$ cat src/rtl/axi_chk_len_fifo.sv
// Small synchronous FIFO holding 4-bit burst lengths / beat counts for the
// protocol checker. Pushes into a full FIFO and pops from an empty one are ignored.
module axi_chk_len_fifo #(
  parameter int  DEPTH = 8,
  parameter int  W     = 4,
  localparam int CW    = $clog2(DEPTH + 1),
  localparam int PW    = (DEPTH > 1) ? $clog2(DEPTH) : 1
) (
  input  logic          aclk,
  input  logic          arst,
  input  logic          push,
  input  logic          pop,
  input  logic [W-1:0]  din,
  output logic [W-1:0]  dout,
  output logic          full,
  output logic          empty,
  output logic [CW-1:0] count
);

  logic [W-1:0]  mem [DEPTH];
  logic [PW-1:0] wptr, rptr;
  logic          do_push, do_pop;

  assign full    = (count == CW'(DEPTH));
  assign empty   = (count == '0);
  assign do_push = push & ~full;
  assign do_pop  = pop & ~empty;
  assign dout    = mem[rptr];

  function automatic logic [PW-1:0] nxt(input logic [PW-1:0] p);
    return (p == PW'(DEPTH - 1)) ? '0 : p + PW'(1);
  endfunction

  always_ff @(posedge aclk) begin
    if (arst) begin
      wptr  <= '0;
      rptr  <= '0;
      count <= '0;
    end else begin
      if (do_push) wptr <= nxt(wptr);
      if (do_pop)  rptr <= nxt(rptr);
      count <= count + CW'(do_push) - CW'(do_pop);
    end
  end

  always_ff @(posedge aclk) begin
    if (do_push) mem[wptr] <= din;
  end

endmodule

$ cat config.mk
export PLATFORM = sky130hd
export DESIGN_NAME = axi_chk_len_fifo
export DESIGN_NICKNAME = d
export VERILOG_FILES = /design/src/rtl/axi_chk_len_fifo.sv
export SDC_FILE = /design/constraint.sdc
export NUM_CORES = 1
export LEC_CHECK = 0
export ABC_AREA = 1
export CAP_MARGIN = 20
export CORE_ASPECT_RATIO = 2
export CORE_MARGIN = 2
export CORE_UTILIZATION = 25
export CTS_BUF_LIST = sky130_fd_sc_hd__clkbuf_4 sky130_fd_sc_hd__clkbuf_8 sky130_fd_sc_hd__clkbuf_16
export CTS_CLUSTER_SIZE = 16
export DETAILED_ROUTE_END_ITERATION = 8
export HOLD_SLACK_MARGIN = 0.1
export SETUP_SLACK_MARGIN = 0.1
export SYNTH_ARGS = -nofsm -noshare
export SYNTH_HDL_FRONTEND = slang
export SYNTH_SLANG_ARGS = --single-unit
$ cat constraint.sdc
create_clock -name aclk -period 2.4 [get_ports aclk]
set_input_delay 0.48 -clock aclk [delete_from_list [all_inputs] [get_ports aclk]]
set_output_delay 0.48 -clock aclk [all_outputs]
set_load 0.05 [all_outputs]
### Word level (Yosys, flattened, before mapping)

Memories as Yosys holds them, arrays and structs flattened. A register that Yosys moved wholly into a read port is not among the register bits.
Index checks and enable logic that the tools add are counted.

| storage, ports and cells | value |
|---|---|
| bits in registers | 10 |
| bits in writable memories | 32 |
| logic and storage cells | 22 |
| memories | 1 |

| cells by class | value |
|---|---|
| add/sub/neg operators | 4 |
| eq/ne operators | 3 |
| muxes and demuxes | 6 |
| bitwise operators | 4 |
| reductions and logical operators | 1 |

Memories:

| name | words | bits a word | rd ports | clocked after memory_dff | wr ports | line | RTL |
|---|---|---|---|---|---|---|---|
| mem | 8 | 4 | 1 | 1 | 1 | 20 | `logic [W-1:0] mem [DEPTH];` |

Operators by type and width:

| cell | number |
|---|---|
| $mux 3 | 4 |
| $add 3x1->3 const B | 2 |
| $eq 3x3->1 const B | 2 |
| $add 4x1->4 | 1 |
| $eq 4x4->1 const B | 1 |
| $logic_not 4->1 | 1 |
| $sub 4x1->4 | 1 |
| $and 1x1->1 | 2 |
| $mux 1 | 2 |
| $not 1->1 | 2 |

### Logic depth before layout (Yosys ltp)

Gate-level depths: netlist (run 1).

| logic depth | value |
|---|---|
| word-level depth | 5 |
| gate-level depth with buffers | 13 |
| mapped depth without buffers | 13 |

### Worst setup path before layout (run 1)

No wires, ideal clock.

| timing path | value |
|---|---|
| path kind | flip-flop to flip-flop |
| start point | reg count[2] |
| end point | reg count[2] |
| library setup time | 0.114 ns |
| arrival | 2.555 ns |
| data required time | 2.286 ns |
| path slack | -0.269 ns |
| stages on the path, launching flop included | 13 |
| buffers on the path | 0 |
| clock period less this slack | 2.669 ns |
| path through | dfxtp_1 -> inv_1 -> ha_1 -> nand3_1 -> inv_1 -> nor2_1 -> ha_1 -> inv_1 -> ha_1 -> inv_1 -> fa_1 -> xor2_1 -> nor2_1 |

| on the way | value |
|---|---|
| elaborated cells between the ends (all ways) | 8 |
| those cells by class | add/sub: 2; eq/ne: 1; bitwise: 4; reduce/logical: 1 |

RTL lines:

| what | line | RTL |
|---|---|---|
| start: declaration | 17 | `output logic [CW-1:0] count` |
| start signal: assignment | 42 | `count <= count + CW'(do_push) - CW'(do_pop);` |
| $logic_not 4->1 | 25 | `assign empty = (count == '0);` |
| net empty | 16 | `output logic empty,` |
| $not 1->1 | 27 | `assign do_pop = pop & ~empty;` |
| $and 1x1->1 | 27 |  |
| $sub 4x1->4 | 42 |  |

The timed path passes the listed nets, and every way through them passes these cells.
A chain may end at the register's enable or synchronous reset.

### Worst setup path in the final report (run 1)

| timing path | value |
|---|---|
| start point | reg count[2] |
| end point | reg count[1] |

| on the way | value |
|---|---|
| longest elaborated chain between the ends | 5 |
| elaborated cells between the ends (all ways) | 8 |
| those cells by class | add/sub: 2; eq/ne: 1; bitwise: 4; reduce/logical: 1 |

RTL lines:

| what | line | RTL |
|---|---|---|
| $eq 4x4->1 | 24 | `assign full = (count == CW'(DEPTH));` |
| $not 1->1 | 26 | `assign do_push = push & ~full;` |
| $and 1x1->1 | 26 |  |
| $add 4x1->4 | 42 |  |
| $sub 4x1->4 (*) | 42 |  |

Mark *: on every way between the ends. The rest lies on a longest branch, timed or not.

==> run_summary.xml, run 1 <==
<?xml version="1.0" encoding="UTF-8"?>
<metrics>
  <group name="outcome">
    <metric name="run_status" unit="">finished, final reports clean</metric>
  </group>
  <group name="routing">
    <metric name="detailed_route_via_count" unit="">1529</metric>
    <metric name="initialDrtViolationCount" unit="">41</metric>
    <metric name="antenna_left" unit="">0</metric>
    <metric name="avgRoutedWirePerCell" unit="microns">10.7</metric>
    <metric name="drt_pass1_iterations" unit="">4</metric>
    <metric name="drt-vias-per-instance" unit="">4.14</metric>
    <metric name="detail_route.wirelength" unit="mm">3.96</metric>
    <metric name="route.detailed.drc" unit="">0</metric>
  </group>
  <group name="place">
    <metric name="hpwlAfterDp" unit="mm">3.25</metric>
    <metric name="dp.cells" unit="">361</metric>
    <metric name="portBuffers" unit="">17</metric>
    <metric name="globalplace.congestion" unit="">0.817</metric>
  </group>
  <group name="setup_path">
    <metric name="cp-start-kind" unit="">flip-flop</metric>
    <metric name="worst_ep_arrival_time" unit="ps">2250</metric>
    <metric name="crit_path_depth" unit="">11</metric>
    <metric name="cp_num_buf_inv" unit="">4</metric>
    <metric name="worstSetupStartpoint" unit="">count[2]</metric>
    <metric name="worst_path_required_time" unit="ps">2570</metric>
    <metric name="worst_r2r_path_depth" unit="">11</metric>
    <metric name="critPathKind" unit="">flip-flop to flip-flop</metric>
    <metric name="timing.critical_path.fanout_max" unit="">7</metric>
    <metric name="kind_of_end_point_of_the_critical_path" unit="">flip-flop</metric>
    <metric name="cpPeakStageDelay" unit="ps">520</metric>
    <metric name="critical_path.slowest_cell" unit="">fa_2</metric>
    <metric name="crit-reg2reg-capture" unit="">count[1]</metric>
    <metric name="critical_path.top_delay_family" unit="">adder cells</metric>
    <metric name="critical_path.reg2reg.startpoint" unit="">count[2]</metric>
    <metric name="crit_chain" unit="">inv_4, ha_4, nand3_4, clkinvlp_4, nor2_1, ha_1, inv_1, ha_2, inv_1, fa_2, nor2_1</metric>
    <metric name="crit_end" unit="">count[1]</metric>
    <metric name="r2r_setup_slack" unit="ps">310</metric>
  </group>
  <group name="timing">
    <metric name="skew" unit="ps">1.97</metric>
    <metric name="drv_slew" unit="">0</metric>
    <metric name="clock.fmax" unit="MHz">479</metric>
    <metric name="worst_slew_pin_slew" unit="ps">502</metric>
    <metric name="grt_setup_unrepaired" unit="">no</metric>
    <metric name="fin_tns_setup" unit="ps">0</metric>
    <metric name="max_slew_margin" unit="%">66.4</metric>
    <metric name="setup_viol" unit="">0</metric>
    <metric name="fin_crit_sh" unit="%">86.9</metric>
    <metric name="final_period_minus_worst_setup_slack" unit="ps">2090</metric>
    <metric name="finalHoldViolations" unit="">0</metric>
  </group>
  <group name="synthesis">
    <metric name="post_synthesis_net_count" unit="">258</metric>
    <metric name="syn_area_per_cell" unit="sq um">8.97</metric>
    <metric name="postSynthRegisterBits" unit="">45</metric>
    <metric name="yosys.cell_types.count" unit="">19</metric>
    <metric name="seq_area_frac_synth" unit="%">56.9</metric>
    <metric name="yosys_warnings" unit="">0</metric>
    <metric name="mappedNetlistArea" unit="sq mm">0.00214</metric>
    <metric name="postSynthCellCount" unit="">239</metric>
  </group>
  <group name="global_route">
    <metric name="globalRouteOverflowTotal" unit="">0</metric>
    <metric name="first_global_vias" unit="">1591</metric>
    <metric name="grt_start_max_net_pins" unit="">17</metric>
    <metric name="grt_pass1_wl" unit="mm">6.67</metric>
    <metric name="initial_antenna_violation_count" unit="">0</metric>
    <metric name="grt_resource_usage_total" unit="%">9.30</metric>
  </group>
  <group name="die">
    <metric name="coreArea" unit="sq mm">0.00829</metric>
    <metric name="die_w" unit="microns">69.5</metric>
    <metric name="dieArea" unit="sq mm">0.00938</metric>
    <metric name="floorplan.initialDensity" unit="%">25.9</metric>
    <metric name="die_height" unit="microns">135</metric>
    <metric name="rows" unit="">47</metric>
    <metric name="pin_count" unit="">18</metric>
  </group>
  <group name="clocking">
    <metric name="ctsHtreeMaxLevel" unit="">2</metric>
    <metric name="clock-root-buffer" unit="">clkbuf_16</metric>
    <metric name="path_clk_slew" unit="ps">60</metric>
    <metric name="clk_path_buf_depth" unit="">2</metric>
    <metric name="cts_sink_count" unit="">45</metric>
    <metric name="clock_insertion_delay_worst_skew" unit="ps">280</metric>
    <metric name="cts_tree" unit="">done</metric>
    <metric name="cts_inserted_buffers" unit="">5</metric>
    <metric name="postCtsSetupRepairBufs" unit="">0</metric>
  </group>
  <group name="layout">
    <metric name="drive_gt1_share" unit="%">15.1</metric>
    <metric name="final_cell_count_no_fill" unit="">369</metric>
    <metric name="synthToLayoutAreaGrowth" unit="%">28.3</metric>
    <metric name="final_nets" unit="">289</metric>
    <metric name="antenna_cells_inserted" unit="">0</metric>
    <metric name="layout_commonest_cell" unit="">nand2_1</metric>
    <metric name="layout_common_cells" unit="">67 x nand2_1, 48 x inv_1, 32 x edfxtp_1</metric>
  </group>
  <group name="power">
    <metric name="power_report.internal_total" unit="uW">2020</metric>
    <metric name="leakage" unit="uW">0.00126</metric>
    <metric name="share_seq_of_total_power" unit="%">32.9</metric>
    <metric name="sw_frac_of_total" unit="%">37.4</metric>
    <metric name="power.density" unit="mW/mm^2">1170</metric>
    <metric name="power.clock.fraction" unit="%">23.0</metric>
    <metric name="peakVddDrop" unit="mV">0.772</metric>
    <metric name="comb_power_share" unit="%">44.1</metric>
    <metric name="net-switching-power" unit="uW">1200</metric>
  </group>
  <group name="worst_hold_path">
    <metric name="class_of_the_worst_hold_path" unit="">flip-flop to flip-flop</metric>
  </group>
  <group name="job">
    <metric name="maxCapViolCount" unit="">0</metric>
  </group>
</metrics>
[layer usage]
layer  GRT usage (%)  vias to the layer above  part of all wire [%]
met2            19.6                       32                    60
met1            6.18                      678                    33
met4            9.26                        0                   5.5
met3            1.19                       14                   2.2
li1                -                      805                     -
met5               0                        -                     0
[worst min-delay path, delay by kind of cell, from the launching register on]
kind	cells	cell delay, ps
DFF	1	310
and+or+nand+nor	1	60
AOI/OAI and AO/OA	1	110
[cell usage after synthesis]
cell,number,share of area (%)
inv_4,1,0.29
ha_1,10,5.8
xor2_1,1,0.41
nor3_1,8,1.9
buf_2,2,0.47
buf_4,1,0.35
inv_1,51,8.9
inv_2,3,0.53
nor2_1,12,2.1
nand2_1,67,12
buf_6,2,1.1
edfxtp_1,32,45
nand2_2,1,0.29
fa_1,1,0.93
a21oi_1,7,1.6
nand3_2,1,0.47
nand3_1,24,5.6
dfxtp_1,13,12
or2_1,2,0.58
[how the worst min path moves through the flow]
stage                        from         to  slack (ps)  cells past startpoint
after floorplan           rptr[1]  flip-flop         480                      2
after global placement    rptr[2]    rptr[2]         510                      2
after detailed placement  rptr[2]  flip-flop         520                      2
after CTS                 rptr[1]  flip-flop         530                      2
after global routing      rptr[2]    rptr[2]         560                      2
final                     rptr[2]    rptr[2]         520                      2
[registers in the layout, summed over array words and instances, names as in the netlist, named ones only]
register / flops
mem: 32
wptr: 3
count: 4
rptr: 3
[final cells by class]
cell class                 instances  area, sq um
tap                               98          123
multi-input combinational        134          704
clock inverter                     2         33.8
fill                             816         5540
inverter                          55          215
timing repair buffer              29          309
clock buffer                       6          133
sequential                        45         1230
[power by group through the flow]
stage / combinational (uW) / clock (uW) / sequential (uW)
6_report: 1420 / 741 / 1060
4_1_cts: 1440 / 765 / 1060
2_1_floorplan: 883 / 0 / 1120
5_1_grt: 1560 / 786 / 1080
3_3_place_gp: 1420 / 0 / 1080
3_5_place_dp: 1450 / 0 / 1080
[stage by stage]
step / util (%) / area (sq um) / total power, uW / worst slack (ps) / hold slack (ps)
3_5_place_dp: 31.2 / 2590 / 2530 / 48.5 / 522
6_report: 33.2 / 2750 / 3220 / 314 / 524
4_1_cts: 33.2 / 2750 / 3270 / 286 / 527
2_1_floorplan: - / 2190 / 2000 / 109 / 483
5_1_grt: 33.2 / 2750 / 3430 / 177 / 565
3_3_place_gp: 31.2 / 2590 / 2500 / 104 / 508
[cells by family after synthesis]
group / synth area share (%)
AO/OA/AOI/OAI: 1.63
XOR/XNOR: 0.408
flip-flops: 56.9
adder cells (fa/ha/maj): 6.77
AND/OR/NAND/NOR: 22.6
buffers and inverters: 11.6
[timing repair]
action | in CTS | in global routing
setup endpoints to repair | 1 | 0
endpoints found under the hold margin | 0 | 0
hold buffers | 0 | 0
gates resized for setup | 1 | 0
Note: power is estimated with default switching activity, not from simulation.
==> run 2: changes to the inputs <==
Settings changed: CORE_ASPECT_RATIO 2 to not set, CORE_UTILIZATION 25 to 60, DONT_BUFFER_PORTS set to 1, PLACE_DENSITY set to 0.76.
==> run_summary.xml, run 2 (synthesis results as in run 1) <==
<?xml version="1.0" encoding="UTF-8"?>
<metrics>
  <group name="outcome">
    <metric name="run_status" unit="">finished, final reports clean</metric>
  </group>
  <group name="setup_path">
    <metric name="cp-start-kind" unit="">flip-flop</metric>
    <metric name="critPathKind" unit="">flip-flop to flip-flop</metric>
    <metric name="kind_of_end_point_of_the_critical_path" unit="">flip-flop</metric>
    <metric name="timing.critical_path.fanout_max" unit="">9</metric>
    <metric name="cpPeakStageDelay" unit="ps">510</metric>
    <metric name="worst_ep_arrival_time" unit="ps">2390</metric>
    <metric name="critical_path.slowest_cell" unit="">fa_2</metric>
    <metric name="critical_path.top_delay_family" unit="">adder cells</metric>
    <metric name="worst_path_required_time" unit="ps">2650</metric>
    <metric name="cp_num_buf_inv" unit="">3</metric>
    <metric name="crit_chain" unit="">inv_4, ha_1, nand3_2, nand2_2, ha_1, inv_1, ha_2, inv_1, fa_2, nor2_1</metric>
  </group>
  <group name="layout">
    <metric name="largest_reg_flops" unit="">32</metric>
    <metric name="drive_gt1_share" unit="%">13.3</metric>
    <metric name="n_fill_cell" unit="">270</metric>
    <metric name="final_nets" unit="">266</metric>
    <metric name="biggestRegsByFlops" unit="">mem: 32 flops, count: 4 flops</metric>
    <metric name="layout_common_cells" unit="">65 x nand2_1, 48 x inv_1, 32 x edfxtp_1</metric>
    <metric name="largest-register" unit="">mem</metric>
    <metric name="layout_commonest_cell" unit="">nand2_1</metric>
    <metric name="synthToLayoutAreaGrowth" unit="%">9.16</metric>
    <metric name="antenna_cells_inserted" unit="">0</metric>
  </group>
  <group name="timing">
    <metric name="fin_crit_sh" unit="%">89.2</metric>
    <metric name="worst_slew_pin_slew" unit="ps">715</metric>
    <metric name="setup_viol" unit="">0</metric>
    <metric name="skew" unit="ps">8.93</metric>
    <metric name="fin_hold_ws" unit="ps">177</metric>
    <metric name="post-route-worst-setup-slack" unit="ps">260</metric>
    <metric name="drv_slew" unit="">0</metric>
    <metric name="finalHoldViolations" unit="">0</metric>
    <metric name="clock.fmax" unit="MHz">467</metric>
    <metric name="fin_tns_setup" unit="ps">0</metric>
    <metric name="final_period_minus_worst_setup_slack" unit="ps">2140</metric>
    <metric name="grt_setup_unrepaired" unit="">no</metric>
    <metric name="max_slew_margin" unit="%">52.0</metric>
  </group>
  <group name="clocking">
    <metric name="ctsHoldBuffers" unit="">0</metric>
    <metric name="clock-root-buffer" unit="">clkbuf_4</metric>
    <metric name="path_clk_slew" unit="ps">120</metric>
    <metric name="postCtsSetupRepairBufs" unit="">0</metric>
    <metric name="ctsHtreeMaxLevel" unit="">2</metric>
    <metric name="cts_inserted_buffers" unit="">5</metric>
    <metric name="cts_tree" unit="">done</metric>
    <metric name="cts_sink_count" unit="">45</metric>
    <metric name="clk_path_buf_depth" unit="">2</metric>
    <metric name="cts-resized-gates" unit="">0</metric>
    <metric name="clock_insertion_delay_worst_skew" unit="ps">350</metric>
  </group>
  <group name="routing">
    <metric name="antenna_left" unit="">0</metric>
    <metric name="initialDrtViolationCount" unit="">24</metric>
    <metric name="avgRoutedWirePerCell" unit="microns">12.1</metric>
    <metric name="route.detailed.drc" unit="">0</metric>
    <metric name="drt-vias-per-instance" unit="">4.88</metric>
    <metric name="drt_pass1_iterations" unit="">4</metric>
    <metric name="detailed_route_via_count" unit="">1436</metric>
    <metric name="detail_route.wirelength" unit="mm">3.56</metric>
  </group>
  <group name="power">
    <metric name="leakage" unit="uW">0.00109</metric>
    <metric name="power.density" unit="mW/mm^2">1120</metric>
    <metric name="peakVddDrop" unit="mV">0.774</metric>
  </group>
  <group name="place">
    <metric name="portBuffers" unit="">0</metric>
    <metric name="dp_slack" unit="ps">276</metric>
    <metric name="globalplace.congestion" unit="">0.717</metric>
    <metric name="hpwlAfterDp" unit="mm">2.68</metric>
  </group>
  <group name="die">
    <metric name="rows" unit="">21</metric>
    <metric name="dieArea" unit="sq mm">0.00407</metric>
    <metric name="coreArea" unit="sq mm">0.00339</metric>
    <metric name="floorplan.initialDensity" unit="%">63.3</metric>
    <metric name="die_height" unit="microns">63.8</metric>
    <metric name="die_w" unit="microns">63.8</metric>
    <metric name="pin_count" unit="">18</metric>
  </group>
  <group name="global_route">
    <metric name="initial_antenna_violation_count" unit="">0</metric>
    <metric name="grt_start_max_net_pins" unit="">17</metric>
    <metric name="grt_resource_usage_total" unit="%">20.7</metric>
    <metric name="grt_pass1_wl" unit="mm">6.37</metric>
    <metric name="globalRouteOverflowTotal" unit="">0</metric>
    <metric name="first_global_vias" unit="">1447</metric>
  </group>
  <group name="job">
    <metric name="maxCapViolCount" unit="">0</metric>
  </group>
  <group name="worst_hold_path">
    <metric name="class_of_the_worst_hold_path" unit="">input port to flip-flop</metric>
  </group>
</metrics>
[run 2: where the power goes]
group,switching [uW],internal (uW)
sequential,120,958
combinational,774,317
clock,222,228
total,1120,1500
[run 2: final cells by class]
type	count	area [sq um]	share of cell area, %
clock buffers	6	45.0	1.92
clock inverters	2	33.8	1.44
inverters	55	215	9.19
multi-input cells	134	709	30.3
flip-flops and latches	45	1230	52.8
well taps	46	57.6	2.46
repair buffers	6	45.0	1.92
[run 2: stage by stage]
step | instances | instance area (sq um) | util (%) | power [uW]
floorplan | 239 | 2190 | - | 2000
global placement | 286 | 2260 | 66.6 | 2160
detailed placement | 286 | 2260 | 66.6 | 2180
CTS | 294 | 2330 | 68.9 | 2630
global route | 294 | 2340 | 69.1 | 2820
finish | 294 | 2340 | 69.1 | 2620
[run 2: metal layers]
metal	global-route usage, %	wire length (microns)	vias to the layer above
met5	0	0	-
li1	-	-	757
met4	7.34	65	0
met3	6.34	189	7
met2	37.4	1870	26
met1	22.8	1430	646
[run 2: final timing paths]
path	from	end	slack, ps	depth (start not counted)
worst max register to register	count[2]	count[1]	260	10
worst max-delay path	count[2]	count[1]	260	10
worst min register to register	rptr[2]	rptr[2]	540	2
worst min-delay path	arst	count[2]	180	1
[run 2: worst reg2reg max path: cells and delay by family (launching register included)]
| family | cells | cell delay [ps] |
|---|---|---|
| fa+ha+maj | 4 | 1180 |
| flops | 1 | 380 |
| simple gates | 3 | 320 |
| buf+inv | 3 | 150 |
==> run 3: changes to the inputs <==
==> constraint.sdc (replaced) <==
create_clock -name aclk -period 2.4 [get_ports aclk]
set_input_delay 0.6 -clock aclk [delete_from_list [all_inputs] [get_ports aclk]]
set_output_delay 0.6 -clock aclk [all_outputs]
set_load 0.05 [all_outputs]
==> run_summary.xml, run 3 (synthesis results as in run 1) <==
<?xml version="1.0" encoding="UTF-8"?>
<metrics>
  <group name="setup_path">
    <metric name="crit_chain" unit="">inv_4, ha_1, nand3_2, nand2_2, ha_1, inv_1, ha_2, inv_1, fa_2, nor2_1</metric>
    <metric name="worst_ep_arrival_time" unit="ps">2420</metric>
    <metric name="worst_r2r_path_depth" unit="">10</metric>
    <metric name="cpPeakStageDelay" unit="ps">520</metric>
    <metric name="critical_path.reg2reg.startpoint" unit="">count[2]</metric>
    <metric name="timing.critical_path.fanout_max" unit="">9</metric>
    <metric name="crit-reg2reg-capture" unit="">count[1]</metric>
    <metric name="critical_path.slowest_cell" unit="">fa_2</metric>
    <metric name="cp-start-kind" unit="">flip-flop</metric>
    <metric name="worst_path_required_time" unit="ps">2670</metric>
    <metric name="cp_num_buf_inv" unit="">3</metric>
    <metric name="critical_path.top_delay_family" unit="">adder cells</metric>
    <metric name="critPathKind" unit="">flip-flop to flip-flop</metric>
    <metric name="r2r_setup_slack" unit="ps">250</metric>
    <metric name="kind_of_end_point_of_the_critical_path" unit="">flip-flop</metric>
  </group>
  <group name="global_route">
    <metric name="grt_resource_usage_total" unit="%">20.0</metric>
    <metric name="initial_antenna_violation_count" unit="">0</metric>
    <metric name="first_global_vias" unit="">1433</metric>
    <metric name="grt_start_max_net_pins" unit="">17</metric>
    <metric name="globalRouteOverflowTotal" unit="">0</metric>
    <metric name="grt_pass1_wl" unit="mm">6.14</metric>
  </group>
  <group name="clocking">
    <metric name="ctsHoldBuffers" unit="">0</metric>
    <metric name="cts_inserted_buffers" unit="">5</metric>
    <metric name="cts_sink_count" unit="">45</metric>
    <metric name="clk_path_buf_depth" unit="">2</metric>
    <metric name="clock_insertion_delay_worst_skew" unit="ps">360</metric>
    <metric name="clock-root-buffer" unit="">clkbuf_4</metric>
    <metric name="ctsHtreeMaxLevel" unit="">2</metric>
    <metric name="cts_tree" unit="">done</metric>
    <metric name="path_clk_slew" unit="ps">130</metric>
  </group>
  <group name="timing">
    <metric name="post-route-worst-setup-slack" unit="ps">250</metric>
    <metric name="setup_viol" unit="">0</metric>
    <metric name="skew" unit="ps">11.8</metric>
    <metric name="fin_crit_sh" unit="%">89.6</metric>
    <metric name="grt_setup_unrepaired" unit="">no</metric>
    <metric name="final_period_minus_worst_setup_slack" unit="ps">2150</metric>
    <metric name="drv_slew" unit="">0</metric>
    <metric name="worst_slew_pin_slew" unit="ps">677</metric>
    <metric name="clock.fmax" unit="MHz">465</metric>
    <metric name="fin_tns_setup" unit="ps">0</metric>
    <metric name="max_slew_margin" unit="%">54.5</metric>
    <metric name="finalHoldViolations" unit="">0</metric>
  </group>
  <group name="layout">
    <metric name="drive_gt1_share" unit="%">13.3</metric>
    <metric name="layout_common_cells" unit="">67 x nand2_1, 48 x inv_1, 32 x edfxtp_1</metric>
    <metric name="largest_reg_flops" unit="">32</metric>
    <metric name="biggestRegsByFlops" unit="">mem: 32 flops, count: 4 flops</metric>
    <metric name="final_area" unit="sq mm">0.00237</metric>
    <metric name="antenna_cells_inserted" unit="">0</metric>
    <metric name="final_nets" unit="">267</metric>
    <metric name="synthToLayoutAreaGrowth" unit="%">10.4</metric>
    <metric name="largest-register" unit="">mem</metric>
    <metric name="layout_commonest_cell" unit="">nand2_1</metric>
    <metric name="final_cell_count_no_fill" unit="">295</metric>
  </group>
  <group name="routing">
    <metric name="avgRoutedWirePerCell" unit="microns">12.2</metric>
    <metric name="detail_route.wirelength" unit="mm">3.59</metric>
    <metric name="route.detailed.drc" unit="">0</metric>
    <metric name="detailed_route_via_count" unit="">1462</metric>
    <metric name="drt_pass1_iterations" unit="">4</metric>
    <metric name="antenna_left" unit="">0</metric>
    <metric name="drt-vias-per-instance" unit="">4.96</metric>
    <metric name="initialDrtViolationCount" unit="">31</metric>
  </group>
  <group name="place">
    <metric name="hpwlAfterDp" unit="mm">2.67</metric>
    <metric name="dp_slack" unit="ps">272</metric>
    <metric name="portBuffers" unit="">0</metric>
    <metric name="globalplace.congestion" unit="">0.732</metric>
    <metric name="dp.cells" unit="">287</metric>
    <metric name="placedInstanceArea" unit="sq mm">0.00226</metric>
  </group>
  <group name="worst_hold_path">
    <metric name="min_to" unit="">count[1]</metric>
    <metric name="min-delay-start" unit="">arst</metric>
    <metric name="whs_path_depth" unit="">1</metric>
    <metric name="class_of_the_worst_hold_path" unit="">input port to flip-flop</metric>
  </group>
  <group name="die">
    <metric name="die_w" unit="microns">63.8</metric>
    <metric name="coreArea" unit="sq mm">0.00339</metric>
    <metric name="rows" unit="">21</metric>
    <metric name="die_height" unit="microns">63.8</metric>
    <metric name="pin_count" unit="">18</metric>
    <metric name="floorplan.initialDensity" unit="%">63.3</metric>
    <metric name="dieArea" unit="sq mm">0.00407</metric>
  </group>
  <group name="job">
    <metric name="maxCapViolCount" unit="">0</metric>
  </group>
  <group name="power">
    <metric name="leakage" unit="uW">0.00111</metric>
    <metric name="power.density" unit="mW/mm^2">1160</metric>
    <metric name="peakVddDrop" unit="mV">0.881</metric>
  </group>
  <group name="outcome">
    <metric name="run_status" unit="">finished, final reports clean</metric>
  </group>
</metrics>
[run 3: cell types whose count changed in the layout (fill, tap and decap cells not counted), sizes merged]
cell    delta
clkbuf     -1
bufinv     +1
buf        +1
[run 3: repair_timing]
| action | in CTS | in global routing |
|---|---|---|
| gates resized for setup | 0 | 1 |
| setup endpoints to repair | 0 | 4 |
| setup buffers | 0 | 0 |
[run 3: stage by stage]
stage	utilization, %	hold slack [ps]	total power [uW]
final	69.8	280	2740
after global routing	69.8	261	2920
after CTS	69.8	279	2760
after detailed placement	66.8	515	2200
after global placement	66.8	523	2170
after floorplan	-	483	2000
[run 3: worst max path at each step]
stage,startpoint,depth (start not counted),endpoint
3_3_place_gp,count[2],10,count[1]
6_report,count[2],10,count[1]
4_1_cts,flip-flop,5,dout[3]
5_1_grt,count[2],10,count[1]
3_5_place_dp,count[2],10,count[1]
2_1_floorplan,count[2],11,count[1]
[run 3: where the power goes]
part | switching (uW) | total, uW | internal (uW)
registers | 113 | 1070 | 958
logic | 789 | 1110 | 324
clock network | 235 | 558 | 322
total | 1140 | 2740 | 1600
[run 3: layer usage]
| layer | wire (microns) | share of wire (%) | vias up | global-route usage [%] |
|---|---|---|---|---|
| met3 | 172 | 4.8 | 7 | 4.93 |
| met1 | 1500 | 42 | 660 | 22.2 |
| li1 | - | - | 764 | - |
| met4 | 67 | 1.9 | 0 | 9.51 |
| met2 | 1850 | 52 | 31 | 35.7 |
| met5 | 0 | 0 | - | 0 |
[run 3: area by class of cell]
class | instances | area, sq um
clock buffers | 5 | 37.5
clock inverters | 3 | 65.1
fillers | 272 | 1020
inverters | 55 | 215
multi-input cells | 134 | 704
flip-flops and latches | 45 | 1230
well taps | 46 | 57.6
repair buffers | 7 | 52.6
